## src/rtl/proc_control_fsm.sv

```systemverilog
// proc_control_fsm: multi-cycle control unit sequencing fetch/decode/execute/memory/writeback
module proc_control_fsm #(
  parameter int MEM_WAIT_MAX = 15
) (
  input  logic        clk,
  input  logic        rst_n,
  input  logic [31:0] instruction,
  input  logic        zero,
  input  logic        mem_rdy,
  output logic [31:0] ctrl,
  output logic [2:0]  state,
  output logic        illegal,
  output logic        bus_err
);
  localparam int CW = $clog2(MEM_WAIT_MAX + 1);
  typedef enum logic [2:0] {
    S_RST = 3'd0, S_FETCH = 3'd1, S_DECODE = 3'd2, S_EXEC = 3'd3,
    S_MEM = 3'd4, S_WB = 3'd5, S_HALT = 3'd7
  } state_t;
  state_t cur, nxt;
  logic [CW-1:0] wcnt;
  logic [5:0] op, fn;
  logic [3:0] alu, op2;
  logic [2:0] wa, wd;
  logic [31:0] dp;
  logic taken, legal, wr, mem, rd, spl, jmp, jr, beq, bne, r1z, op1, ma1, md1, wait_st, tmo;
  logic unused_bits;
  assign op = instruction[31:26];
  assign fn = instruction[5:0];
  assign unused_bits = ^instruction[25:6];
  assign state = cur;
  assign wait_st = cur == S_FETCH || cur == S_MEM;
  assign tmo = !mem_rdy && wcnt == CW'(MEM_WAIT_MAX - 1);
  assign dp = {3'b000, md1, 1'b0, ma1, alu, op2, op1, 1'b0, wd, wa, 2'b00, r1z, 7'd0};
  // instruction decode: datapath selects plus per-instruction sequencing flags
  always_comb begin
    legal = 1'b1; wr = 1'b0; mem = 1'b0; rd = 1'b0; spl = 1'b0; jmp = 1'b0; jr = 1'b0;
    beq = 1'b0; bne = 1'b0; r1z = 1'b0; op1 = 1'b0; ma1 = 1'b0; md1 = 1'b0;
    alu = 4'd0; op2 = 4'b0000; wa = 3'b101; wd = 3'b100;
    case (op)
      6'h00: begin
        wr = 1'b1; wa = 3'b100; op2 = 4'b1000;
        case (fn)
          6'h20: alu = 4'd1;
          6'h22: alu = 4'd2;
          6'h2c: alu = 4'd3;
          6'h02: begin alu = 4'd4; op2 = 4'b0101; end
          6'h01: begin alu = 4'd5; op2 = 4'b0101; end
          6'h24: alu = 4'd6;
          6'h25: alu = 4'd7;
          6'h27: alu = 4'd8;
          6'h2a: alu = 4'd9;
          6'h08: begin jr = 1'b1; wr = 1'b0; end
          default: begin legal = 1'b0; wr = 1'b0; end
        endcase
      end
      6'h08: begin wr = 1'b1; alu = 4'd1; op2 = 4'b0010; end
      6'h1d: begin wr = 1'b1; alu = 4'd3; op2 = 4'b0010; end
      6'h0a: begin wr = 1'b1; alu = 4'd9; op2 = 4'b0010; end
      6'h0c: begin wr = 1'b1; alu = 4'd6; end
      6'h0d: begin wr = 1'b1; alu = 4'd7; end
      6'h0f: begin wr = 1'b1; wd = 3'b110; r1z = 1'b1; end
      6'h04: begin beq = 1'b1; alu = 4'd2; op2 = 4'b1000; end
      6'h05: begin bne = 1'b1; alu = 4'd2; op2 = 4'b1000; end
      6'h23: begin wr = 1'b1; mem = 1'b1; rd = 1'b1; alu = 4'd1; op2 = 4'b0010; wd = 3'b101; end
      6'h2b: begin mem = 1'b1; alu = 4'd1; op2 = 4'b0010; md1 = 1'b1; end
      6'h02: jmp = 1'b1;
      6'h03: begin jmp = 1'b1; wr = 1'b1; wa = 3'b010; wd = 3'b000; end
      6'h1b: begin mem = 1'b1; spl = 1'b1; op1 = 1'b1; op2 = 4'b0100; alu = 4'd2; ma1 = 1'b1; r1z = 1'b1; end
      6'h1c: begin mem = 1'b1; rd = 1'b1; spl = 1'b1; op1 = 1'b1; op2 = 4'b0100; alu = 4'd1; ma1 = 1'b1; wr = 1'b1; wa = 3'b000; wd = 3'b101; end
      default: legal = 1'b0;
    endcase
  end
  // next state and Moore control vector; RST_S and HALT leave ctrl at zero
  always_comb begin
    nxt = cur;
    ctrl = 32'd0;
    case (cur)
      S_RST: nxt = S_FETCH;
      S_FETCH: begin
        nxt = mem_rdy ? S_DECODE : tmo ? S_HALT : S_FETCH;
        ctrl[5] = 1'b1; ctrl[27] = 1'b1; ctrl[4] = mem_rdy;
      end
      S_DECODE: begin
        nxt = legal ? S_EXEC : S_HALT;
        ctrl[8] = 1'b1; ctrl[7] = r1z;
      end
      S_EXEC: begin
        nxt = mem ? S_MEM : S_WB;
        ctrl = dp; ctrl[8] = 1'b1;
      end
      S_MEM: begin
        nxt = mem_rdy ? S_WB : tmo ? S_HALT : S_MEM;
        ctrl = dp; ctrl[5] = rd; ctrl[6] = !rd;
      end
      S_WB: begin
        nxt = S_FETCH;
        ctrl = dp; ctrl[0] = 1'b1; ctrl[1] = !jr; ctrl[2] = taken; ctrl[3] = !jmp; ctrl[9] = wr; ctrl[16] = spl;
      end
      default: nxt = cur;
    endcase
  end
  // state, memory wait counter, branch-taken latch and sticky error flags
  always_ff @(posedge clk or negedge rst_n) begin
    if (!rst_n) begin
      cur <= S_RST; wcnt <= '0; taken <= 1'b0; illegal <= 1'b0; bus_err <= 1'b0;
    end else begin
      cur <= nxt;
      wcnt <= (nxt != cur) ? '0 : wcnt + CW'(wait_st && !mem_rdy);
      taken <= (cur == S_EXEC) ? (beq && zero) || (bne && !zero) : taken;
      illegal <= illegal || (cur == S_DECODE && !legal);
      bus_err <= bus_err || (wait_st && tmo);
    end
  end
endmodule

```

## config.mk

```make
export PLATFORM = sky130hd
export DESIGN_NAME = proc_control_fsm
export DESIGN_NICKNAME = d
export VERILOG_FILES = /design/src/rtl/proc_control_fsm.sv
export SDC_FILE = /design/constraint.sdc
export NUM_CORES = 1
export LEC_CHECK = 0
export ABC_AREA = 1
export CAP_MARGIN = 20
export CORE_AREA = 2 2 87 56
export CTS_CLUSTER_SIZE = 16
export DETAILED_ROUTE_END_ITERATION = 10
export DIE_AREA = 0 0 89 58
export HOLD_SLACK_MARGIN = 0.02
export SYNTH_ARGS = -nofsm -noshare
export SYNTH_HDL_FRONTEND = slang
export SYNTH_SLANG_ARGS = --single-unit
```

## constraint.sdc

```tcl
create_clock -name clk -period 3.28 [get_ports clk]
set_input_delay 0.492 -clock clk [delete_from_list [all_inputs] [get_ports clk]]
set_output_delay 0.492 -clock clk [all_outputs]
set_load 0.02 [all_outputs]
```

==> out/summary.txt <==
Max Fclk: 332 MHz
register area: 250 um^2
multi-input logic area: 812 um^2
largest family of logic cells by synthesized area: simple AND/OR/NAND/NOR gates
layout cell share with drive strength beyond 1: 0.106
Final min period: 3020 ps
Post-CTS Setup Bufs: 0
critical path cell sequence: clkdlybuf4s50_1 > nor2_1 > nand4_1 > nand2_1 > nor2_1 > nand2_1 > nand2_1 > a21oi_1 > clkdlybuf4s50_1
wire length per cell: 11.2 um
CP Buf/Inv Count: 2
first-pass GRT wire length: 6.37 mm
antenna viol nets, final: 0
Syn Area/Cell: 5.57 um^2
share of the synthesized area in the top cell type: 0.198
CTS tree: done
GP Congestion: 0.915
Die W: 89 um
status: finished, final reports clean
Hold Fails Final Rpt: 0
worst-path fanout max: 4
slowest stage cell, crit path: clkdlybuf4s50_1
WL final: 3.88 mm
initial drt markers: 107
simple logic cell fraction of the synthesized area: 0.515
most frequently used flop master after synthesis: dfrtp_1
critical path type: primary input to primary output
count of final setup violators: 0
CP endpoint kind: primary output
Largest stage delay, worst path: 630 ps
worst path arrival time: 2520 ps
Synth Area in XOR/XNOR: 0.0139
Clock Tree Buf Depth: 2
TritonRoute pass-1 iters: 4
Synth area leader: dfrtp_1
cts hold-fix bufs: 0
Fillers: 496
Lkg Pwr: 1.09 nW
overall die area: 5160 um^2
final net count: 321
clk_skew: 0.845 ps
critical path required time: 2790 ps
Startpoint Class: primary input
final core utilization: 0.436
Crit path top cell by count: nand2_1
DP Wirelength: 3.31 mm
largest net degree at the start of global routing: 11
Mapped Cells: 227
Synth cell types: 32
Ys Warns: 0
multiplexer share of the synthesized area: 0
final-report max-slew violation count: 0
die height: 58 um
CTS HTree Levels: 1
num rows: 19
port bufs: 49
I/O pin total: 73
hold_ws: 470 ps
clock buffer count from CTS: 3
grt ovf: 0
Compound-Gate Fraction of Synth Area: 0.0851
# Max-Cap Violations: 0
total global-route track usage: 0.159
top post-synthesis cells by count: 48 x nand2_1, 48 x nor2_1, 39 x inv_1
RSZ-0062 raised after global routing: false
Worst-Skew Late Latency: 250 ps
Max VDD drop: 0.244 mV
Seq/Total Area, Yosys: 0.198
number of synthesized register bits: 10
Mapped Area: 1260 um^2
synth top area cells: dfrtp_1 20%, nand2_1 14%, nor2_1 14%
vias in the first global route: 1352
clk root buf: clkbuf_8
post-route setup TNS: 0 ps
Top delay family on crit path: buffers and inverters
Remaining DRCs: 0
class of the worst hold path: flop to flop
Pwr Total: 1.09 mW
fin crit share: 0.920
area share of fa/ha/maj cells after synthesis: 0.0198
n_diodes: 0
layout overhead on the synthesized area: 50.8%
ys async rst share: 1.00
Clk pin slew, worst setup/hold paths: 50 ps
effective utilization at floorplan: 0.289
Vias: 1477
clk sinks: 10
via/cell ratio: 4.28
Post-synth EDFFs: 0
Core Region: 4370 um^2
CTS resizes: 0
antenna violations before repair: 0
PD cells: 574 nW/um^2
## stage by stage
stage,worst slack [ps],instance area [um^2],instances
3_3_place_gp,160,1840,341
3_5_place_dp,184,1840,341
4_1_cts,179,1900,345
2_1_floorplan,1010,1270,229
5_1_grt,88.1,1910,345
6_report,264,1910,345
## final cells by class
type,count,area share
clock buffer,4,0.0289
timing repair buffer,53,0.278
multi-input combinational,168,0.426
sequential,10,0.131
inverter,47,0.0939
tap,63,0.0414
## kinds of logic (layout without fill, tap and decap cells)
group,count (synthesis),in the layout
compound gates,19,19
xor+xnor,2,2
fa+ha+maj,2,2
buf+inv,51,104
flops,10,10
other cells,1,3
simple gates,142,142
## routing by layer
| layer | wire length [um] | track usage |
|---|---|---|
| met3 | 290 | 0.0470 |
| met4 | 15 | 0.0277 |
| met1 | 2130 | 0.256 |
| met5 | 0 | 0 |
| met2 | 1440 | 0.207 |
## worst reg2reg max path: stages (launching register included)
cell and delay (ps):
dfrtp_1 490, inv_2 80, nor2_2 140, nand2_1 150, inv_1 140, nor2_1 70
nor2_1 110, ha_1 180, ha_1 160, xnor2_1 120, nor2_1 60
## report_power, final
| group | switching, mW | total, mW | internal, mW |
|---|---|---|---|
| clock | 0.0559 | 0.162 | 0.106 |
| sequential | 0.0364 | 0.184 | 0.147 |
| combinational | 0.448 | 0.748 | 0.300 |
| total | 0.540 | 1.09 | 0.553 |
## sequential cells by signal, indices dropped and copies added, names as in the netlist
register  count
wcnt          4
state         3
bus_err       1
illegal       1
taken         1
## cells in the final DEF, fill, tap and decap left out, drive strengths merged
cell,count
o21bai,1
nor3,4
and3,1
o21ai,5
and2,1
o221ai,1
nor2,54
nand3,22
buf,4
nand4,6
a21oi,8
dfrtp,10
conb,3
ha,2
xor2,1
inv,47
or2,2
clkbuf,4
dlymetal6s2s,4
nand2,52
a31oi,1
o22ai,2
xnor2,1
clkdlybuf4s50,45
a22oi,1
## worst paths after layout
path | startpoint | endpoint | cells after the start | slack [ps]
max | instruction[2] | ctrl[9] | 9 | 260
min | illegal$_DFF_PN0_ | illegal$_DFF_PN0_ | 2 | 470
max reg2reg | state[0]$_DFF_PN0_ | wcnt[2]$_DFF_PN0_ | 10 | 1450
min reg2reg | illegal$_DFF_PN0_ | illegal$_DFF_PN0_ | 2 | 470
max in group asynchronous | rst_n | taken$_DFFE_PN0P_ | 1 | 2380
min in group asynchronous | rst_n | wcnt[0]$_DFF_PN0_ | 1 | 580
Note: power is estimated with default switching activity, not from simulation.
